## src/rtl/dcnn_io_pkg.sv

```systemverilog
// ---------------------------------------------------------------------------
// dcnn_io_pkg
// Shared definitions for the run-length image handlers (compress_handler and
// decompress_handler): default widths, controller state encoding and the
// classification of RAM writes issued by the compressor.
// ---------------------------------------------------------------------------
package dcnn_io_pkg;

   localparam int RUN_W_DEF  = 6;    // run-length code width
   localparam int ADDR_W_DEF = 16;   // RAM address width

   typedef enum logic [2:0] {
      IDLE,
      RUN,
      EMIT,
      WRITE,
      FLUSH,
      HDR_HI,
      HDR_LO,
      DONE
   } stateT;

   // What the byte currently held in WRITE is, so the controller knows where
   // the data comes from and where to go once it is acknowledged.
   typedef enum logic [1:0] {
      WK_PAYLOAD,
      WK_FLUSH,
      WK_HDR_HI,
      WK_HDR_LO
   } writeKindT;

endpackage

```

## src/rtl/compress_handler_bit_packer.sv

```systemverilog
// ---------------------------------------------------------------------------
// bit_packer
// Packs RUN_W-bit codes MSB-first into bytes. The accumulator is kept
// left-aligned: the oldest pending bit is always the accumulator MSB, so the
// next byte to write is simply the top 8 bits, and popping is a shift by 8.
// Vacated bits are always zero, which makes flush-padding a pure count change.
//
// Ports
//   clk, RST   clock / synchronous active-high reset
//   clear      discard all pending bits (new image)
//   push,code  append a code (caller guarantees fewer than 8 bits pending)
//   pop        drop the top byte (caller guarantees 8 or more pending)
//   pad        round a partial byte up to 8 pending bits (zero filled)
//   topByte    oldest 8 pending bits
//   hasBits    at least one bit pending
//   pushFills  pushing a code now would leave 8 or more bits pending
// ---------------------------------------------------------------------------
module bit_packer
   import dcnn_io_pkg::*;
#(
   parameter int RUN_W = RUN_W_DEF
) (
   input  logic             clk,
   input  logic             RST,
   input  logic             clear,
   input  logic             push,
   input  logic [RUN_W-1:0] code,
   input  logic             pop,
   input  logic             pad,
   output logic [7:0]       topByte,
   output logic             hasBits,
   output logic             pushFills
);

   localparam int ACC_W = RUN_W + 7;
   localparam int PCW   = $clog2(ACC_W + 1);

   logic [ACC_W-1:0] accReg;
   logic [PCW-1:0]   pendReg;
   logic [ACC_W-1:0] codeAligned;
   logic [PCW-1:0]   pendAfterPush;

   assign codeAligned   = {code, 7'b0};
   assign pendAfterPush = pendReg + PCW'(RUN_W);

   always_ff @(posedge clk) begin
      if (RST || clear) begin
         accReg  <= '0;
         pendReg <= '0;
      end else if (push) begin
         // Drop the new code directly behind the bits already pending.
         accReg  <= accReg | (codeAligned >> pendReg);
         pendReg <= pendAfterPush;
      end else if (pop) begin
         accReg  <= accReg << 8;
         pendReg <= pendReg - PCW'(8);
      end else if (pad) begin
         pendReg <= PCW'(8);
      end
   end

   assign topByte   = accReg[ACC_W-1 -: 8];
   assign hasBits   = (pendReg != '0);
   assign pushFills = (pendAfterPush >= PCW'(8));

endmodule

```

## src/rtl/compress_handler.sv

```systemverilog
// ---------------------------------------------------------------------------
// compress_handler
// Run-length encodes a binary pixel stream into RAM. Codes alternate colour
// starting with colour 0; each code is a RUN_W-bit run length, packed
// MSB-first into bytes that are written one at a time with a
// request/acknowledge handshake.
//
// Build option: define COMPRESS_HANDLER_HEADER_EN to place a 2-byte
// big-endian byte-count header at baseAddr (payload then starts at
// baseAddr+2; header bytes are written after the payload).
//
// Ports
//   clk, RST            clock / synchronous active-high reset
//   start, baseAddr     begin an image at baseAddr (ignored while busy)
//   pixValid/pixBit/pixLast, pixReady   pixel stream handshake
//   ramAddress, ramDataOut, writeSignal, ramDoneWrite   RAM write port
//   busy, done          activity flag / one-cycle completion pulse
//   byteCount           payload bytes written, valid from done
// ---------------------------------------------------------------------------
module compress_handler
   import dcnn_io_pkg::*;
#(
   parameter int RUN_W  = RUN_W_DEF,
   parameter int ADDR_W = ADDR_W_DEF
) (
   input  logic              clk,
   input  logic              RST,
   input  logic              start,
   input  logic [ADDR_W-1:0] baseAddr,
   input  logic              pixValid,
   input  logic              pixBit,
   input  logic              pixLast,
   output logic              pixReady,
   output logic [ADDR_W-1:0] ramAddress,
   output logic [7:0]        ramDataOut,
   output logic              writeSignal,
   input  logic              ramDoneWrite,
   output logic              busy,
   output logic              done,
   output logic [15:0]       byteCount
);

   localparam logic [RUN_W-1:0] MAX_RUN = '1;

`ifdef COMPRESS_HANDLER_HEADER_EN
   localparam logic [ADDR_W-1:0] PAYLOAD_OFS = ADDR_W'(2);
   localparam stateT             AFTER_FLUSH = HDR_HI;
`else
   localparam logic [ADDR_W-1:0] PAYLOAD_OFS = '0;
   localparam stateT             AFTER_FLUSH = DONE;
`endif

   stateT             stateReg, stateNext;
   writeKindT         writeKindReg;
   logic [ADDR_W-1:0] baseReg;
   logic [ADDR_W-1:0] payloadAddrReg;
   logic [15:0]       byteCountReg;
   logic              colorReg;
   logic [RUN_W-1:0]  countReg;
   logic              lastFlagReg;
   // Up to three codes can fall out of one pixel (max, 0, final 1).
   logic [RUN_W-1:0]  codeQReg [3];
   logic [1:0]        qCountReg;

   logic [RUN_W-1:0]  genQ [3];
   logic [1:0]        genN;
   logic [RUN_W-1:0]  genCount;
   logic              genColor;

   logic startAccept, pixAccept, ackWrite, payloadWrite;
   logic pkTopByteValid;
   logic [7:0] pkTopByte;
   logic pkHasBits, pkFills;

   assign startAccept  = (stateReg == IDLE) && start;
   assign pixAccept    = pixValid && pixReady;
   assign ackWrite     = (stateReg == WRITE) && ramDoneWrite;
   assign payloadWrite = (writeKindReg == WK_PAYLOAD) || (writeKindReg == WK_FLUSH);
   assign pkTopByteValid = payloadWrite;

   bit_packer #(.RUN_W(RUN_W)) packer (
      .clk       (clk),
      .RST       (RST),
      .clear     (startAccept),
      .push      (stateReg == EMIT),
      .code      (codeQReg[0]),
      .pop       (ackWrite && payloadWrite),
      .pad       ((stateReg == FLUSH) && pkHasBits),
      .topByte   (pkTopByte),
      .hasBits   (pkHasBits),
      .pushFills (pkFills)
   );

   // Codes produced by the pixel being offered now, if it is accepted.
   always_comb begin
      genQ     = '{default: '0};
      genN     = 2'd0;
      genCount = countReg;
      genColor = colorReg;
      if (pixBit != colorReg) begin
         genQ[0]  = countReg;
         genN     = 2'd1;
         genCount = RUN_W'(1);
         genColor = pixBit;
         if (pixLast) begin
            genQ[1] = RUN_W'(1);
            genN    = 2'd2;
         end
      end else if (countReg == MAX_RUN) begin
         // Run overflow: close it, insert an empty run of the other colour,
         // and carry on with this pixel as the first of a fresh run.
         genQ[0]  = MAX_RUN;
         genQ[1]  = '0;
         genN     = 2'd2;
         genCount = RUN_W'(1);
         if (pixLast) begin
            genQ[2] = RUN_W'(1);
            genN    = 2'd3;
         end
      end else begin
         genCount = countReg + RUN_W'(1);
         if (pixLast) begin
            genQ[0] = countReg + RUN_W'(1);
            genN    = 2'd1;
         end
      end
   end

   // State register
   always_ff @(posedge clk) begin
      if (RST) stateReg <= IDLE;
      else     stateReg <= stateNext;
   end

   // Next-state logic
   always_comb begin
      stateNext = stateReg;
      case (stateReg)
         IDLE:   if (start) stateNext = RUN;
         RUN:    if (qCountReg != 2'd0) stateNext = EMIT;
                 else if (lastFlagReg)  stateNext = FLUSH;
         EMIT:   stateNext = pkFills ? WRITE : RUN;
         WRITE:  if (ramDoneWrite) begin
                    case (writeKindReg)
                       WK_PAYLOAD: stateNext = (qCountReg != 2'd0) ? EMIT : RUN;
                       WK_FLUSH:   stateNext = AFTER_FLUSH;
                       WK_HDR_HI:  stateNext = HDR_LO;
                       default:    stateNext = DONE;
                    endcase
                 end
         FLUSH:  stateNext = pkHasBits ? WRITE : AFTER_FLUSH;
         HDR_HI: stateNext = WRITE;
         HDR_LO: stateNext = WRITE;
         DONE:   stateNext = IDLE;
         default: stateNext = IDLE;
      endcase
   end

   // Pending code queue: filled by an accepted pixel, drained one per EMIT.
   for (genvar gi = 0; gi < 3; gi++) begin : g_codeQ
      always_ff @(posedge clk) begin
         if (RST || startAccept) begin
            codeQReg[gi] <= '0;
         end else if (pixAccept) begin
            codeQReg[gi] <= genQ[gi];
         end else if (stateReg == EMIT) begin
            if (gi < 2) codeQReg[gi] <= codeQReg[(gi < 2) ? gi + 1 : gi];
            else        codeQReg[gi] <= '0;
         end
      end
   end

   // Datapath / bookkeeping registers
   always_ff @(posedge clk) begin
      if (RST) begin
         writeKindReg   <= WK_PAYLOAD;
         baseReg        <= '0;
         payloadAddrReg <= '0;
         byteCountReg   <= '0;
         colorReg       <= 1'b0;
         countReg       <= '0;
         lastFlagReg    <= 1'b0;
         qCountReg      <= 2'd0;
      end else begin
         case (stateReg)
            IDLE: if (start) begin
               baseReg        <= baseAddr;
               payloadAddrReg <= baseAddr + PAYLOAD_OFS;
               byteCountReg   <= '0;
               colorReg       <= 1'b0;
               countReg       <= '0;
               lastFlagReg    <= 1'b0;
               qCountReg      <= 2'd0;
            end
            RUN: if (pixAccept) begin
               qCountReg   <= genN;
               countReg    <= genCount;
               colorReg    <= genColor;
               lastFlagReg <= pixLast;
            end
            EMIT: begin
               qCountReg    <= qCountReg - 2'd1;
               writeKindReg <= WK_PAYLOAD;
            end
            WRITE: if (ramDoneWrite && payloadWrite) begin
               payloadAddrReg <= payloadAddrReg + ADDR_W'(1);
               byteCountReg   <= byteCountReg + 16'd1;
            end
            FLUSH:  writeKindReg <= WK_FLUSH;
            HDR_HI: writeKindReg <= WK_HDR_HI;
            HDR_LO: writeKindReg <= WK_HDR_LO;
            default: ;
         endcase
      end
   end

   // Outputs. Address and data only carry meaning while a write is held,
   // and are driven from registers so they stay stable through the wait.
   always_comb begin
      pixReady    = (stateReg == RUN) && (qCountReg == 2'd0) && !lastFlagReg;
      writeSignal = (stateReg == WRITE);
      busy        = (stateReg != IDLE) && (stateReg != DONE);
      done        = (stateReg == DONE);
      byteCount   = byteCountReg;
      ramAddress  = '0;
      ramDataOut  = '0;
      if (stateReg == WRITE) begin
         case (writeKindReg)
            WK_HDR_HI: begin
               ramAddress = baseReg;
               ramDataOut = byteCountReg[15:8];
            end
            WK_HDR_LO: begin
               ramAddress = baseReg + ADDR_W'(1);
               ramDataOut = byteCountReg[7:0];
            end
            default: begin
               ramAddress = payloadAddrReg;
               ramDataOut = pkTopByteValid ? pkTopByte : 8'h00;
            end
         endcase
      end
   end

endmodule

```

## config.mk

```make
export PLATFORM = sky130hd
export DESIGN_NAME = compress_handler
export DESIGN_NICKNAME = d
export VERILOG_FILES = /design/src/rtl/dcnn_io_pkg.sv /design/src/rtl/compress_handler_bit_packer.sv /design/src/rtl/compress_handler.sv
export SDC_FILE = /design/constraint.sdc
export NUM_CORES = 1
export LEC_CHECK = 0
export ABC_AREA = 1
export CAP_MARGIN = 30
export CORE_ASPECT_RATIO = 0.9
export CORE_UTILIZATION = 56
export CTS_CLUSTER_DIAMETER = 40
export DETAILED_ROUTE_END_ITERATION = 7
export GPL_ROUTABILITY_DRIVEN = 0
export PLACE_DENSITY = 0.81
export SLEW_MARGIN = 0
export SYNTH_ARGS = -nofsm -noshare
export SYNTH_HDL_FRONTEND = slang
export SYNTH_SLANG_ARGS = --single-unit
```

## constraint.sdc

```tcl
create_clock -name clk -period 2.3 [get_ports clk]
set_input_delay 0.345 -clock clk [delete_from_list [all_inputs] [get_ports clk]]
set_output_delay 0.345 -clock clk [all_outputs]
set_load 0.01 [all_outputs]
```

## Word level (Yosys, flattened, before mapping)

Memory sizes are Yosys's and may differ from the RTL's.
Cells that the tools add are included.
Widths: inputs -> output; s select.

| storage, ports and cells | value |
|---|---|
| output and inout bits | 44 |
| memories | 1 |
| input bits | 23 |
| flip-flop bits (word level) | 80 |
| bits in writable memories | 18 |

| cells by class | value |
|---|---|
| eq/ne operators | 19 |
| shift operators | 1 |
| bitwise operators | 7 |
| multiplexer cells | 66 |
| add/subtract/negate cells | 7 |
| reductions and logical operators | 31 |
| order comparisons | 1 |

Memories:

| name | depth | width | read ports | clocked after Yosys merged registers in | write ports | line | RTL |
|---|---|---|---|---|---|---|---|
| codeQReg | 3 | 6 | 3 | 0 | 3 | compress_handler.sv:62 | `logic [RUN_W-1:0] codeQReg [3];` |

Operator list:

| operator | count |
|---|---|
| $pmux 16 s2 | 3 |
| $mux 6 | 14 |
| $mux 16 | 5 |
| $add 16x1->16 const B | 3 |
| $mux 13 | 2 |
| $pmux 3 s7 | 1 |
| $mux 1 | 16 |
| $mux 8 | 2 |
| $pmux 8 s2 | 1 |
| $mux 3 | 5 |
| $mux 2 | 7 |
| $or 13x13->13 | 1 |
| $shr 13x4->13 | 1 |
| $eq 3x3->1 const B | 4 |
| $mux 12 | 1 |
| $mux 4 | 3 |
| $pmux 6 s2 | 1 |
| $reduce_and 3->1 | 4 |
| $logic_and 1x1->1 | 9 |
| $reduce_bool 3->1 | 3 |
| $pmux 2 s4 | 1 |
| $reduce_bool 2->1 | 4 |
| $reduce_bool 4->1 | 2 |
| $add 6x1->6 const B | 1 |
| other kinds (24) | 38 |

## Logic depth before layout (Yosys ltp)

Gate-level depths: netlist of the first run.

| depth | value |
|---|---|
| word-level depth | 9 |
| depth in mapped cells | 10 |
| gate-level depth less buffers | 10 |

## Cells and area by module

Synthesis of the first run repeated with hierarchy kept, for this count alone.

| second synthesis, totals | value |
|---|---|
| cells, all modules | 859 |
| area, all modules | 5517.8 um2 |

By module, submodules not included:

| module | cells each | instances | sequential area each (um2) | area each (um2) |
|---|---|---|---|---|
| compress_handler | 715 | 1 | 1501.4 | 4549.4 |
| bit_packer | 144 | 1 | 320.3 | 968.4 |

## Worst setup path before layout of the first run

OpenSTA, ideal clock, no wires.

| path | value |
|---|---|
| path kind | flip-flop to output port |
| start | register baseReg[0] |
| end | output port ramAddress[12] |
| path buffers | 0 |
| arrival | 1.467 ns |
| required time | 1.955 ns |
| setup slack | 0.488 ns |
| cell stages (with the launch flop) | 10 |
| cells stage by stage | dfxtp_1 ha_1 nand3_1 nor2_1 nand2_1 nor2_1 nand2_1 nand2_1 nand2_1 a21oi_1 |

| on the way | value |
|---|---|
| word-level cells in the longest chain between the ends | 3 |

RTL lines:

| element | line | RTL |
|---|---|---|
| from (decl) | compress_handler.sv:55 | `logic [ADDR_W-1:0] baseReg;` |
| from (signal assigned) | compress_handler.sv:187 | `baseReg <= baseAddr;` |
| $add 16x1->16 | compress_handler.sv:234 | `ramAddress = baseReg + ADDR_W'(1);` |
| $pmux 16 s2 | compress_handler.sv:228 | `case (writeKindReg)` |
| $mux 16 | compress_handler.sv:227 | `if (stateReg == WRITE) begin` |
| to (decl) | compress_handler.sv:34 | `output logic [ADDR_W-1:0] ramAddress,` |

Every way passes these cells.

## Final worst setup path of the first run

| path | value |
|---|---|
| start | register baseReg[0] |
| end | output port ramAddress[10] |

The elaborated chain is that of the path after synthesis.

==> results of run 1 <==
==> final timing paths <==
path	cells past startpoint	slack [ns]	startpoint	end
setup / recovery	11	0.06	baseReg[0]$_SDFFE_PP0P_	ramAddress[10]
hold reg to reg	2	0.47	packer.accReg[6]$_SDFFE_PP0P_	packer.accReg[6]$_SDFFE_PP0P_
hold / removal	2	0.47	packer.accReg[6]$_SDFFE_PP0P_	packer.accReg[6]$_SDFFE_PP0P_
setup reg to reg	7	0.35	stateReg[2]$_SDFFE_PP0P_	codeQReg[0][2]$_SDFFCE_PP0P_
==> power by group through the flow <==
stage	sequential [W]	combinational, W	clock, W
floorplan	0.00209	0.00136	0
detailed placement	0.00215	0.00190	0
global route	0.00217	0.00222	0.00119
CTS	0.00212	0.00194	0.00112
global placement	0.00213	0.00183	0
finish	0.00214	0.00200	0.00111
==> logic make-up (layout without fill, tap and decap cells) <==
| logic type | Yosys count | after routing | synth area share [%] |
|---|---|---|---|
| and+or+nand+nor | 411 | 411 | 33.1 |
| xor gates and xnor gates | 7 | 7 | 1.16 |
| muxes | 2 | 2 | 0.377 |
| adders and majority gates | 7 | 7 | 1.65 |
| buffers and inverters | 137 | 219 | 10.1 |
| DFF | 87 | 87 | 34.3 |
| AOI/OAI and AO/OA | 188 | 188 | 19.2 |
==> sequential cells by signal, indices dropped and copies added (netlist names) <==
| name | cells |
|---|---|
| baseReg | 16 |
| byteCount | 16 |
| codeQReg | 8 |
| colorReg | 1 |
| countReg | 6 |
| lastFlagReg | 1 |
| packer.accReg | 13 |
| packer.pendReg | 3 |
| payloadAddrReg | 16 |
| qCountReg | 2 |
| stateReg | 3 |
| writeKindReg | 2 |
==> metal layers <==
metal	vias to the layer above	global-route usage (%)	wire length, um	part of all wire (%)
met5	-	0	0	0
met4	0	6.92	186	1.2
met3	18	6.38	1460	9.5
met2	282	48.7	6830	45
met1	2752	43.4	6870	45
li1	2912	-	-	-
==> stage by stage <==
step	hold WS, ns	instances	total power (W)	setup TNS [ns]
final	0.467	1043	0.00524	0
after global placement	0.453	1021	0.00396	0
after global routing	0.491	1043	0.00558	-0.119
after floorplan	0.442	839	0.00345	0
after detailed placement	0.453	1021	0.00405	0
after CTS	0.469	1041	0.00518	0
==> cells in the final DEF, fill, tap and decap left out, types with 3 or more instances in the layout <==
cell type,instances
a211oi_1,3
a21oi_1,76
a221oi_1,6
a31oi_1,10
buf_4,29
clkbuf_2,4
clkbuf_8,9
clkdlybuf4s50_1,41
clkinvlp_4,3
dfxtp_1,70
dfxtp_2,7
dlygate4sd2_1,15
dlymetal6s2s_1,5
edfxtp_1,8
ha_1,6
inv_1,96
inv_2,6
nand2_1,211
nand2_2,8
nand2_4,3
nand3_1,63
nand4_1,14
nor2_1,84
nor2_2,8
nor2_4,5
nor3_1,9
o211ai_1,4
o21ai_0,65
o21ai_1,13
o22ai_1,4
o31ai_1,3
xor2_1,5
==> worst max-delay path: cells and delay by family, from the launching register on <==
family | cells | cell delay (ns)
AND/OR/NAND/NOR | 8 | 0.70
flip-flops | 1 | 0.34
adder cells (fa/ha/maj) | 1 | 0.19
buffers and inverters | 2 | 0.30
==> synth_stat cells (4+ instances only) <==
cell type / count / area, um2
a21oi_1: 76 / 380
a221oi_1: 6 / 52.6
a31oi_1: 10 / 62.6
buf_2: 10 / 50.1
clkbuf_1: 19 / 71.3
dfxtp_1: 79 / 1580
edfxtp_1: 8 / 240
ha_1: 7 / 87.6
inv_1: 98 / 368
inv_2: 5 / 18.8
nand2_1: 216 / 811
nand3_1: 63 / 315
nand4_1: 14 / 87.6
nor2_1: 93 / 349
nor3_1: 9 / 45.0
o211ai_1: 4 / 30.0
o21ai_0: 66 / 330
o21ai_1: 12 / 60.1
o22ai_1: 4 / 25.0
xor2_1: 6 / 52.6
==> area by class of cell <==
cell class	instances	area, um2	share of cell area (%)
clock buffer	9	124	1.91
sequential	87	1840	28.3
inverter	105	398	6.13
multi-input combinational	615	3000	46.2
clock inverter	7	77.6	1.19
tap	122	153	2.35
timing repair buffer	98	905	13.9
==> timing repair <==
item,4_1_cts,5_1_grt
pin swaps,5,3
endpoints found under the hold margin,0,0
resized for setup,45,23
setup endpoints to repair,25,12
buffers inserted,4,2
==> results.sh, run 1 <==
export IMPL_fin_ws_ns=0.0574
export IMPL_p_per_area_nw_per_um2=808
export IMPL_synth_seq_cells=87
export IMPL_vias=5964
export IMPL_wl_per_cell_um=14.7
export IMPL_post_route_min_period_ns=2.24
export IMPL_cts_buffers_inserted=9
export IMPL_cp_cell_sequence="ha_2 > nand3_1 > nor2_2 > nand2_2 > nor2_4 > nand2_1 > nand2_1 > nand3_1 > nand2_1 > inv_1 > dlygate4sd2_1"
export IMPL_cts_sinks=87
export IMPL_cp_max_fo=4
export IMPL_fin_crit_sh_pct=97.5
export IMPL_die_area_um2=9860
export IMPL_port_buffers=66
export IMPL_grt_usage_pct=30.8
export IMPL_ys_flop_type="dfxtp_1"
export IMPL_dpl_hpwl_um=11200
export IMPL_max_freq_mhz=446
export IMPL_n_antenna_cell=0
export IMPL_fin_nets=946
export IMPL_skew_ns=0.0158
export IMPL_syn_area_per_cell_um2=6.32
export IMPL_drv_cap=0
export IMPL_cp_arrival_ns=1.90
export IMPL_hp_class="reg2reg"
export IMPL_drtIter0Drc=445
export IMPL_antenna_found_initial=0
export IMPL_clockPowerShare_pct=21.1
export IMPL_finalHoldViolCount=0
export IMPL_rsz0062_at_grt="yes"
export IMPL_slew_viol_final=0
export IMPL_syn2layout_area_growth_pct=22.4
export IMPL_grt_pass1_wl_um=24500
export IMPL_grt_max_degree=33
export IMPL_setup_violations=0
export IMPL_worstPathRequired_ns=1.96
export IMPL_start_kind="flop"
export IMPL_p_sw_share_pct=41.9
export IMPL_outcome="finished clean"
export IMPL_syn_area_um2=5300
export IMPL_slew_headroom_pct=65.9
export IMPL_syn_inst=839
export IMPL_combPwrFrac_pct=38.0
export IMPL_cp_end_kind="output pin"
export IMPL_grt_overflow=0
export IMPL_fin_util_pct=70.8
export IMPL_intPower_w=0.00305
export IMPL_dp_slack_ns=0.0174
export IMPL_fin_area_um2=6490
export IMPL_htree_levels=3
export IMPL_die_h_um=94.3
export IMPL_clk_pin_slew_ns=0.10
export IMPL_p_leak_nw=2.76
export IMPL_pin_count=67
export IMPL_syn_num_nets=869
export IMPL_synth_cell_types=39
export IMPL_insertion_delay_ns=0.37
export IMPL_cp_slowest_stage_delay_ns=0.34
export IMPL_place_area_um2=6180
export IMPL_critPathKind="reg2out"
export IMPL_die_w_um=105
export IMPL_ir_drop_v=0.000615
export IMPL_core_area_um2=9170
export IMPL_cts_root_buffer="clkbuf_8"
export IMPL_final_antenna_net_count=0
export IMPL_ys_warnings_count=0
export IMPL_cts_tree="yes"
export IMPL_fp_row_count=33
export IMPL_start_util_pct=57.9
export IMPL_drt_wl_total_um=15300
export IMPL_fillers=832
export IMPL_cts_max_path_buffers=2
export IMPL_synth_edff_count=8
export IMPL_drive_gt1_share_pct=10.7
export IMPL_seqPwrFrac_pct=40.8
export IMPL_switching_power_w=0.00220
export IMPL_grt_pass1_vias=5164
export IMPL_cp_slowest_cell="dfxtp_2"
export IMPL_crit_top_cell="nand2_1"
export IMPL_drt_pass1_iter_count=5
export IMPL_drc=0
export IMPL_worst_slew_pin_slew_ns=0.510
export IMPL_cts_hold_buf=0
export IMPL_via_per_inst=5.72
export IMPL_async_reset_ff_share_pct=0
export IMPL_ys_seq_area_share_pct=34.3
(Power assumes the default switching activity.)
==> run 2: changes to the inputs <==
CORE_ASPECT_RATIO = default   (was 0.9)
==> results.sh, run 2 (same netlist as run 1, synthesis figures left out) <==
export IMPL_outcome="finished clean"
export IMPL_fin_area_um2=6580
export IMPL_via_per_inst=5.83
export IMPL_grt_max_degree=33
export IMPL_worst_slew_pin_slew_ns=0.470
export IMPL_vias=6033
export IMPL_syn2layout_area_growth_pct=24.0
export IMPL_dpl_hpwl_um=11400
export IMPL_fp_row_count=35
export IMPL_start_kind="flop"
export IMPL_final_antenna_net_count=0
export IMPL_die_area_um2=9860
export IMPL_start_util_pct=57.7
export IMPL_critPathKind="reg2out"
export IMPL_ir_drop_v=0.000601
export IMPL_drive_gt1_share_pct=11.4
export IMPL_fin_nets=949
export IMPL_finalHoldViolCount=0
export IMPL_cp_end_kind="output pin"
export IMPL_port_buffers=66
export IMPL_p_per_area_nw_per_um2=826
export IMPL_die_w_um=99.3
export IMPL_drt_pass1_iter_count=6
export IMPL_cts_max_path_buffers=2
export IMPL_grt_pass1_vias=5325
export IMPL_drv_cap=0
export IMPL_drc=0
export IMPL_cts_buffers_inserted=9
export IMPL_multiInputGateArea_um2=3020
export IMPL_fin_crit_sh_pct=97.4
export IMPL_cts_tree="yes"
export IMPL_hp_class="reg2reg"
export IMPL_p_leak_nw=2.81
export IMPL_cp_arrival_ns=1.90
export IMPL_topRoutingLayerUsed="met4"
export IMPL_wl_met2_um=7040
export IMPL_drt_met1_wl_um=6680
export IMPL_cts_root_buffer="clkbuf_8"
export IMPL_wl_per_cell_um=15.0
export IMPL_grt_usage_pct=31.7
export IMPL_slew_viol_final=0
export IMPL_fillers=754
export IMPL_layout_common_cells="nand2_1, inv_1, nor2_1"
export IMPL_die_h_um=99.3
export IMPL_dr_wl_met3_um=1340
export IMPL_post_route_min_period_ns=2.24
export IMPL_cts_sinks=87
export IMPL_final_common_cell="nand2_1"
export IMPL_core_area_um2=9200
export IMPL_htree_levels=3
export IMPL_clk_pin_slew_ns=0.09
export IMPL_skew_ns=0.0157
export IMPL_grt_overflow=0
export IMPL_fin_util_pct=71.5
export IMPL_slew_headroom_pct=68.6
export IMPL_rsz0062_at_grt="yes"
export IMPL_n_antenna_cell=0
export IMPL_worstPathRequired_ns=1.96
export IMPL_place_area_um2=6140
export IMPL_max_freq_mhz=446
export IMPL_cp_max_fo=32
export IMPL_pin_count=67
export IMPL_fin_ws_ns=0.0597
export IMPL_dp_slack_ns=-0.0336
export IMPL_regArea_um2=1850
export IMPL_grt_pass1_wl_um=25100
export IMPL_antenna_found_initial=0
export IMPL_insertion_delay_ns=0.37
export IMPL_drtIter0Drc=524
export IMPL_cts_hold_buf=0
export IMPL_drt_wl_total_um=15500
export IMPL_setup_violations=0
## run 2: changes by cell type in the layout (fill, tap and decap cells not counted), moves of 2 or more
cell             previous run  this run
clkdlybuf4s15_1             0         3
nor2_2                      8         6
a221oi_1                    6         4
clkbuf_2                    4         2
clkinvlp_4                  3         1
dfxtp_4                     2         6
buf_4                      29        34
dlygate4sd2_1              15        13
dfxtp_1                    70        66
a221oi_2                    0         2
## run 2: metrics by stage
stage / std cells / total power (W) / setup TNS, ns / hold WS, ns
CTS: 1031 / 0.00536 / -0.0168 / 0.470
global placement: 1007 / 0.00395 / 0 / 0.454
detailed placement: 1007 / 0.00403 / -0.0336 / 0.456
floorplan: 839 / 0.00345 / 0 / 0.442
finish: 1035 / 0.00543 / 0 / 0.469
global route: 1035 / 0.00580 / -0.0401 / 0.489
## run 2: path summary, 6_finish.rpt
check | startpoint | end | slack [ns] | cells after the start
worst max-delay path | stateReg[1]$_SDFFE_PP0P_ | ramAddress[3] | 0.06 | 6
worst min-delay path | packer.accReg[0]$_SDFFE_PP0P_ | packer.accReg[0]$_SDFFE_PP0P_ | 0.47 | 2
worst max register to register | stateReg[0]$_SDFFE_PP0P_ | packer.accReg[7]$_SDFFE_PP0P_ | 0.49 | 6
worst min register to register | packer.accReg[0]$_SDFFE_PP0P_ | packer.accReg[0]$_SDFFE_PP0P_ | 0.47 | 2
## run 2: cell type report
| cell class | instances | area share (%) |
|---|---|---|
| clock buffer | 10 | 2.26 |
| clock inverter | 6 | 1.48 |
| inverter | 105 | 6.05 |
| multi-input combinational | 615 | 45.9 |
| sequential | 87 | 28.2 |
| tap | 111 | 2.11 |
| timing repair buffer | 101 | 14.0 |
## run 2: power by group
part / internal (W) / switching, W
sequential: 0.00185 / 0.000323
clock: 0.000693 / 0.000600
combinational: 0.000705 / 0.00127
total: 0.00325 / 0.00219
## run 2: worst max-delay path, cell delays in order, from the launching register on
cell and delay [ns]:
dfxtp_2 0.40, nand2_4 0.09, nor2_4 0.12, buf_12 0.20, o211ai_1 0.11, inv_1 0.08, clkdlybuf4s50_1 0.53
## run 2: per-layer routing
layer	vias up	global-route usage (%)
met4	0	12.3
met1	2736	43.3
met5	-	0
li1	2923	-
met2	330	50.7
met3	44	4.43
## run 2: repair_timing
action	4_1_cts	5_1_grt
hold endpoints to repair	0	0
setup endpoints to repair	25	16
gates resized for setup	46	29
buffers inserted	8	4
pin swaps	4	3
==> run 3: changes to the inputs <==
GPL_ROUTABILITY_DRIVEN = 1   (was 0)
==> results.sh, run 3 (same netlist as run 1, synthesis figures left out) <==
export IMPL_outcome="finished clean"
export IMPL_critPathKind="reg2out"
export IMPL_crit_top_cell="o21ai_0"
export IMPL_fin_crit_sh_pct=97.4
export IMPL_fin_nets=949
export IMPL_grt_pass1_vias=5318
export IMPL_cp_max_fo=6
export IMPL_start_kind="flop"
export IMPL_cts_max_path_buffers=2
export IMPL_n_antenna_cell=0
export IMPL_drive_gt1_share_pct=11.1
export IMPL_insertion_delay_ns=0.37
export IMPL_worst_slew_pin_slew_ns=0.456
export IMPL_layout_common_cells="nand2_1, inv_1, nor2_1"
export IMPL_drv_cap=0
export IMPL_drc=0
export IMPL_drt_wl_total_um=15800
export IMPL_cp_end_kind="output pin"
export IMPL_skew_ns=0.0140
export IMPL_dp_cells=1007
export IMPL_slew_headroom_pct=69.5
export IMPL_ir_drop_v=0.000552
export IMPL_final_antenna_net_count=0
export IMPL_max_freq_mhz=446
export IMPL_wl_per_cell_um=15.3
export IMPL_slew_viol_final=0
export IMPL_final_common_cell="nand2_1"
export IMPL_port_buffers=66
export IMPL_fin_util_pct=70.6
export IMPL_dpl_hpwl_um=11900
export IMPL_hp_class="reg2reg"
export IMPL_grt_max_degree=33
export IMPL_cp_slowest_cell="dfxtp_4"
export IMPL_cts_buffers_inserted=9
export IMPL_clk_pin_slew_ns=0.09
export IMPL_cp_cell_sequence="nand3_1 > nor2_2 > inv_1 > o21ai_0 > o21ai_0 > a21oi_1 > clkdlybuf4s15_1"
export IMPL_grt_busiest_layer="met2"
export IMPL_use_met2_pct=52.9
export IMPL_cp_arrival_ns=1.90
export IMPL_post_route_min_period_ns=2.24
export IMPL_met1_usage_pct=45.7
export IMPL_p_per_area_nw_per_um2=798
export IMPL_cp_slowest_stage_delay_ns=0.38
export IMPL_grt_usage_pct=32.9
export IMPL_antenna_found_initial=0
export IMPL_setup_violations=0
export IMPL_die_w_um=99.3
export IMPL_die_h_um=99.3
export IMPL_place_area_um2=6140
export IMPL_fp_row_count=35
export IMPL_gp_congestion=0.946
export IMPL_cpLargestDelayFamily="compound AO/OA/AOI/OAI gates"
export IMPL_grt_overflow=0
export IMPL_rsz0062_at_grt="yes"
export IMPL_stdcell_count=1035
export IMPL_fillers=797
export IMPL_htree_levels=3
export IMPL_grt_pass1_wl_um=25900
export IMPL_via_per_inst=5.67
export IMPL_cts_sinks=87
export IMPL_syn2layout_area_growth_pct=22.5
export IMPL_vias=5867
export IMPL_core_area_um2=9200
export IMPL_drtIter0Drc=505
export IMPL_regArea_um2=1850
export IMPL_finalHoldViolCount=0
export IMPL_p_leak_nw=2.74
export IMPL_die_area_um2=9860
export IMPL_worstPathRequired_ns=1.96
export IMPL_pin_count=67
export IMPL_multiInputGateArea_um2=3010
export IMPL_start_util_pct=57.7
export IMPL_worst_path_buf_inv=2
export IMPL_drt_pass1_iter_count=5
export IMPL_cts_root_buffer="clkbuf_8"
export IMPL_grt_met3_usage_pct=4.99
export IMPL_fin_area_um2=6490
export IMPL_cts_tree="yes"
run 3: power by group:
group | switching (W) | internal [W]
Sequential | 0.000330 | 0.00185
Clock | 0.000629 | 0.000416
Combinational | 0.00126 | 0.000706
run 3: layout make-up:
cell class / count / share of cell area [%]
clock buffer: 9 / 1.91
clock inverter: 7 / 0.944
multi-input combinational: 615 / 46.3
sequential: 87 / 28.5
inverter: 105 / 6.13
tap: 111 / 2.14
timing repair buffer: 101 / 14.1
run 3: what timing repair did:
| item | in CTS | in global routing |
|---|---|---|
| hold endpoints to repair | 0 | 0 |
| setup endpoints to repair | 25 | 15 |
| gates cloned | 0 | 0 |
| hold buffers | 0 | 0 |
| resized for setup | 46 | 30 |
| buffers inserted | 11 | 1 |
| pin swaps | 4 | 4 |
run 3: metal layers:
layer | share of wire, % | routed length [um]
met1 | 46 | 7300
met2 | 45 | 7160
met3 | 6.6 | 1050
met4 | 1.8 | 287
met5 | 0 | 0
run 3: through the flow:
step | TNS [ns] | setup WS, ns | power (W) | hold WS (ns)
2_1_floorplan | 0 | 0.488 | 0.00345 | 0.442
3_3_place_gp | 0 | 0.0462 | 0.00398 | 0.454
3_5_place_dp | -0.0611 | -0.0471 | 0.00404 | 0.455
4_1_cts | 0 | 0.00455 | 0.00512 | 0.469
5_1_grt | -0.0714 | -0.0616 | 0.00555 | 0.495
6_report | 0 | 0.0589 | 0.00518 | 0.472
run 3: worst paths after layout:
check | start | endpoint | slack (ns) | cells after the start
hold / removal | packer.accReg[0]$_SDFFE_PP0P_ | packer.accReg[0]$_SDFFE_PP0P_ | 0.47 | 2
setup / recovery | baseReg[2]$_SDFFE_PP0P_ | ramAddress[5] | 0.06 | 7
hold reg to reg | packer.accReg[0]$_SDFFE_PP0P_ | packer.accReg[0]$_SDFFE_PP0P_ | 0.47 | 2
setup reg to reg | stateReg[0]$_SDFFE_PP0P_ | packer.accReg[7]$_SDFFE_PP0P_ | 0.43 | 6
run 3: worst register-to-register path: stages (launching register included):
cell      delay, ns
dfxtp_2        0.34
buf_4          0.15
inv_1          0.16
nand3_1        0.38
nor2_2         0.42
o211ai_1       0.20
a21oi_1        0.15
==> variant 1, RTL diff (config.mk and constraints of run 2) <==
Register the output `byteCount`, with the module's reset; this adds one clock of latency there. The other outputs are not delayed to match.
--- a/src/rtl/compress_handler.sv
+++ b/src/rtl/compress_handler.sv
@@ -42,6 +42,8 @@
 
    localparam logic [RUN_W-1:0] MAX_RUN = '1;
 
+   logic [15:0] byteCount_d;
+
 `ifdef COMPRESS_HANDLER_HEADER_EN
    localparam logic [ADDR_W-1:0] PAYLOAD_OFS = ADDR_W'(2);
    localparam stateT             AFTER_FLUSH = HDR_HI;
@@ -221,7 +223,7 @@
       writeSignal = (stateReg == WRITE);
       busy        = (stateReg != IDLE) && (stateReg != DONE);
       done        = (stateReg == DONE);
-      byteCount   = byteCountReg;
+      byteCount_d = byteCountReg;
       ramAddress  = '0;
       ramDataOut  = '0;
       if (stateReg == WRITE) begin
@@ -242,5 +244,13 @@
       end
    end
 
+   always_ff @(posedge clk) begin
+      if (RST) begin
+         byteCount <= '0;
+      end else begin
+         byteCount <= byteCount_d;
+      end
+   end
+
 endmodule
 
Check against the original RTL: not equivalent (Yosys sat finds a counterexample within 10 cycles, from zero or initial values and one cycle with RST high).
==> variant 1 against run 2 <==
Cell area increased by 5.4%. Sequential cell count is 16 higher. Total power hardly changed. Setup slack better by 0.011 ns. Area after synthesis increased by 7.9%. Die area grew 7.8%. Wire length up 4.5%. Synthesized cell count rose by 5.2%. Clock power is 21% lower. First-iteration DRC count fell by 17%.
==> variant 1: results (changes against run 2) <==
Yosys attributes the largest share of cell area to sky130_fd_sc_hd__dfxtp_1 33%, sky130_fd_sc_hd__nand2_1 14%, sky130_fd_sc_hd__o21ai_0 7.9%. The leakage power is 2.88 nW (+2.4%), and the final-stage net count is 994 (+4.7%). The flow ran to the end, and the final reports show no timing, DRC or antenna violations.

Top flip-flop cell by instance count after synthesis: sky130_fd_sc_hd__dfxtp_1. The number of synthesized flops with an enable pin works out to 8 (unchanged). The number of warnings issued by yosys is 0 (unchanged). The startpoint identified for the worst hold timing path is packer.accReg[9]. For hold timing, the worst endpoint is packer.accReg[9].

The total vias in the final route is 6340 (+5.1%). For the slack of the worst reg-to-reg path, the log shows 0.18 ns (-0.31 ns). The aggregate global-route resource usage was 32.0% (+0.28 points). For the worst slew slack as a fraction of its limit, the log shows 71.2% (+2.6 points). The run gives 0 (unchanged) as the initial antenna violation count. Final hold slack: 0.456 ns (-0.0129 ns).

The worst register-to-register path ends at byteCountReg[11]. The worst vdd rail ir drop came out at 0.633 mV (+5.4%). By count the netlist is led by 208 x sky130_fd_sc_hd__nand2_1, 107 x sky130_fd_sc_hd__inv_1, 103 x sky130_fd_sc_hd__nor2_1. Number of failing hold endpoints at the final stage: 0 (unchanged).

The insertion delay of the later-clocked pin in the worst-skew pair is 0.37 ns (about the same), and the cell count of the worst reg-to-reg path is 11 (+5). The clock edge transition at the registers on the reported setup and hold paths is 0.09 ns (about the same). Path category of the worst min-delay check: flip-flop to flip-flop. The clock tree root buffer cell was sky130_fd_sc_hd__clkbuf_8.

Proportion of layout cells with a drive suffix above 1: 11.2% (-0.11 points). The startpoint identified for the worst register-to-register timing path is stateReg[1]. The fraction of synthesis flops using an asynchronous set or reset pin works out to 0% (unchanged). The sequential area share after synthesis is 37.4% (+3.1 points), and the pin count of the biggest net entering global routing is 35 (+6.1%). The number of max-slew violations in the final report came out at 0 (unchanged). The maximum fanout along the worst path works out to 9 (-72%). The first-pass GRT wire length came out at 26400 um (+5.3%). The number of detailed-routing iterations run before antenna repair came out at 6 (unchanged). The number of DRC markers after the initial detailed-route iteration is 435 (-17%), and the maximum clock skew at final layout is 0.00659 ns (-0.00911 ns). The tools report the number of buffers created by CTS as 9 (unchanged).

The count of input and output buffers was 66 (unchanged); the arrival time of data at the critical path endpoint was 1.88 ns (-0.02 ns). The run gives 0 (unchanged) as the count of inserted antenna diode cells. Net switching fraction of the power: 40.8% (+0.48 points).

The synthesized netlist net count is 913 (+5.1%), and the distinct cell type count of the synthesized netlist is 34 (-13%). The logs give 16200 um (+4.5%) for the post-detailed-routing wire length and 3 (unchanged) for the deepest level of the CTS H-tree. The final HPWL from detailed placement was 11400 um (about the same). The maximum count of clock buffers along a single path came out at 2 (unchanged).

The via count of the first global-routing pass was 5751 (+8.0%); the worst hold path cell count was 2 (unchanged).
==> variant 1: critical path: stages (launching register included) <==
cell and delay, ns:
sky130_fd_sc_hd__dfxtp_4 0.38, sky130_fd_sc_hd__nand2_2 0.12, sky130_fd_sc_hd__nor2_4 0.16, sky130_fd_sc_hd__buf_12 0.14
sky130_fd_sc_hd__buf_4 0.17, sky130_fd_sc_hd__clkdlybuf4s50_1 0.55
==> variant 1: through the flow <==
step / instances / area (sq um) / setup TNS, ns / power (mW) / worst slack (ns)
3_5_place_dp: 1069 / 6570 / 0 / 4.30 / 0.0426
4_1_cts: 1099 / 6910 / 0 / 5.37 / 0.00718
5_1_grt: 1102 / 6940 / -0.0839 / 5.78 / -0.0250
6_report: 1102 / 6940 / 0 / 5.43 / 0.0704
2_1_floorplan: 883 / 5720 / 0 / 3.73 / 0.531
3_3_place_gp: 1069 / 6570 / 0 / 4.24 / 0.0854
==> variant 1: metal layers <==
metal / vias to the layer above / global-route usage, % / routed length [um]
li1: 3051 / - / -
met1: 2938 / 39.6 / 6670
met2: 296 / 55.7 / 7880
met3: 55 / 4.75 / 1120
met4: 0 / 12.8 / 535
met5: - / 0 / 0
==> variant 1: final cells by class <==
type | count | area, sq um
clock inverter | 5 | 33.8
timing repair buffer | 105 | 946
inverter | 111 | 417
fill | 894 | 2880
multi-input combinational | 634 | 3080
clock buffer | 11 | 131
tap | 133 | 166
sequential | 103 | 2160
==> variant 1: worst max path at each step <==
stage	start	end
finish	stateReg[1]	writeSignal
global route	baseReg[0]	ramAddress[15]
CTS	stateReg[1]	ramAddress[5]
detailed placement	baseReg[1]	ramAddress[10]
global placement	baseReg[0]	ramAddress[12]
floorplan	baseReg[0]	ramAddress[12]
==> variant 1: cell families after synthesis <==
family / Yosys count / share of synthesized area [%]
XOR/XNOR: 7 / 1.07
flip-flops: 103 / 37.4
adder cells (fa/ha/maj): 7 / 1.53
buffers and inverters: 147 / 10.2
AND/OR/NAND/NOR: 422 / 31.5
AO/OA/AOI/OAI: 197 / 18.3
==> variant 1: what timing repair did <==
action | CTS | global route
setup buffers | 12 | 3
cloned | 2 | 0
pin swaps | 3 | 4
resized for setup | 56 | 34
endpoints found under the setup margin | 25 | 19
==> variant 1: power by group through the flow <==
stage / logic, mW / clock network, mW / registers, mW
floorplan: 1.38 / 0 / 2.36
global placement: 1.81 / 0 / 2.43
detailed placement: 1.86 / 0 / 2.44
CTS: 1.91 / 1.04 / 2.43
global route: 2.19 / 1.10 / 2.49
finish: 1.96 / 1.02 / 2.45
==> variant 2, RTL diff (settings of run 2) <==
Without the edit above. `RUN_W_DEF`: 6 -> 3.
--- a/src/rtl/dcnn_io_pkg.sv
+++ b/src/rtl/dcnn_io_pkg.sv
@@ -6,7 +6,7 @@
 // ---------------------------------------------------------------------------
 package dcnn_io_pkg;
 
-   localparam int RUN_W_DEF  = 6;    // run-length code width
+   localparam int RUN_W_DEF  = 3;    // run-length code width
    localparam int ADDR_W_DEF = 16;   // RAM address width
 
    typedef enum logic [2:0] {
Function: changed (a bounded check fails within 10 cycles, from zero or initial values and one cycle with RST high).
==> variant 2 against run 2 <==
Count of clock-buffer cells in the layout is the same. Sequential cell count is 8 lower. Setup slack better by 0.012 ns. Wire length fell by 0.90%. Cell area decreased by 7.2%. Synthesized cell count down 8.1%. Area after synthesis is 8.6% lower. Total power is 6.8% lower. Critical path type unchanged.
==> variant 2: results (changes against run 2) <==
The number of instances in the placed design was 940 (-6.7%). The final hold slack was 0.465 ns (-0.00425 ns). The post-synthesis adder-cell area fraction is 2.07% (+0.41 points), and the number of ordinary and repair buffers in the finished layout is 100 (-0.99%). The run finished with clean final reports. The slew at the pin closest to its max-slew limit is 0.516 ns (+0.0464 ns). The fraction of area in non-clock buffers is 15.1% (+1.1 points).

The global-route met3 utilization came out at 4.39% (-0.041 points). The tools report the summed instance area of the synthesized netlist as 4850 sq um (-8.6%). The tools report the pin count of the biggest net entering global routing as 31 (-6.1%).

The logs give 0.609 mV (+1.4%) for the worst vdd rail ir drop and 24.8% (+1.0 points) for the clock group share of total power. The run gives 24100 um (-3.9%) as the first-pass GRT wire length. The synthesized-area fraction occupied by ao, oa, aoi and oai cells is 19.8% (+0.58 points), and the total vias in the final route is 5667 (-6.1%). The highest cell delay on the worst timing path was 0.38 ns (-0.15 ns); the number of inverters outside the clock class in the layout was 92 (-12%). Fmax: 449 MHz (+0.54%). The proportion of layout cells with a drive suffix above 1 was 11.5% (+0.16 points). The leakage power is 2.53 nW (-9.8%). The logic gate share of total power is 36.6% (+0.3 points). The net switching fraction of the power came out at 40.2% (-0.11 points). The final HPWL from detailed placement is 11000 um (-3.5%). The tools report the startpoint of the lowest-slack hold path as packer.accReg[1]. In this run the critical register-to-register path is launched from stateReg[2]. The post-synthesis share of cell area spent on xor and xnor gates came out at 1.99% (+0.83 points). The maximum fanout along the worst path works out to 4 (-88%).

Portion of the layout cell area used by clock cells: 3.90% (+0.15 points). For the minimum setup slack after placement, the log shows 0.106 ns (+0.139 ns). The tools report the met1 track utilization from global routing as 40.9% (-2.3 points). The logs give 802 (-7.7%) for the synthesized netlist net count and 572 (-7.0%) for the number of multi-input logic gates. The number of synthesized flops with an enable pin was 5 (-3). The distinct cell type count of the synthesized netlist was 35 (-10%); the maximum clock skew at final layout was 0.0140 ns (-0.00169 ns). Ranked by total cell area, the synthesized netlist is headed by sky130_fd_sc_hd__dfxtp_1 31%, sky130_fd_sc_hd__nand2_1 14%, sky130_fd_sc_hd__a21oi_1 8.4%.
variant 2: cell types whose count changed in the layout (fill, tap and decap cells not counted), moves of 4 or more:
cell / run 2 / this run
sky130_fd_sc_hd__a21oi_1: 76 / 80
sky130_fd_sc_hd__a31oi_1: 10 / 5
sky130_fd_sc_hd__buf_4: 34 / 30
sky130_fd_sc_hd__clkbuf_2: 2 / 6
sky130_fd_sc_hd__dfxtp_4: 6 / 1
sky130_fd_sc_hd__inv_1: 95 / 87
sky130_fd_sc_hd__inv_2: 7 / 3
sky130_fd_sc_hd__nand2_1: 212 / 178
sky130_fd_sc_hd__nand3_1: 62 / 54
sky130_fd_sc_hd__nor2_1: 85 / 93
sky130_fd_sc_hd__o21ai_1: 12 / 3
sky130_fd_sc_hd__o22ai_1: 4 / 8
variant 2: path summary, 6_finish.rpt:
path	end	cells past startpoint
max reg2reg	byteCount[4]	11
max	ramAddress[11]	7
min	packer.accReg[1]	2
min reg2reg	packer.accReg[1]	2
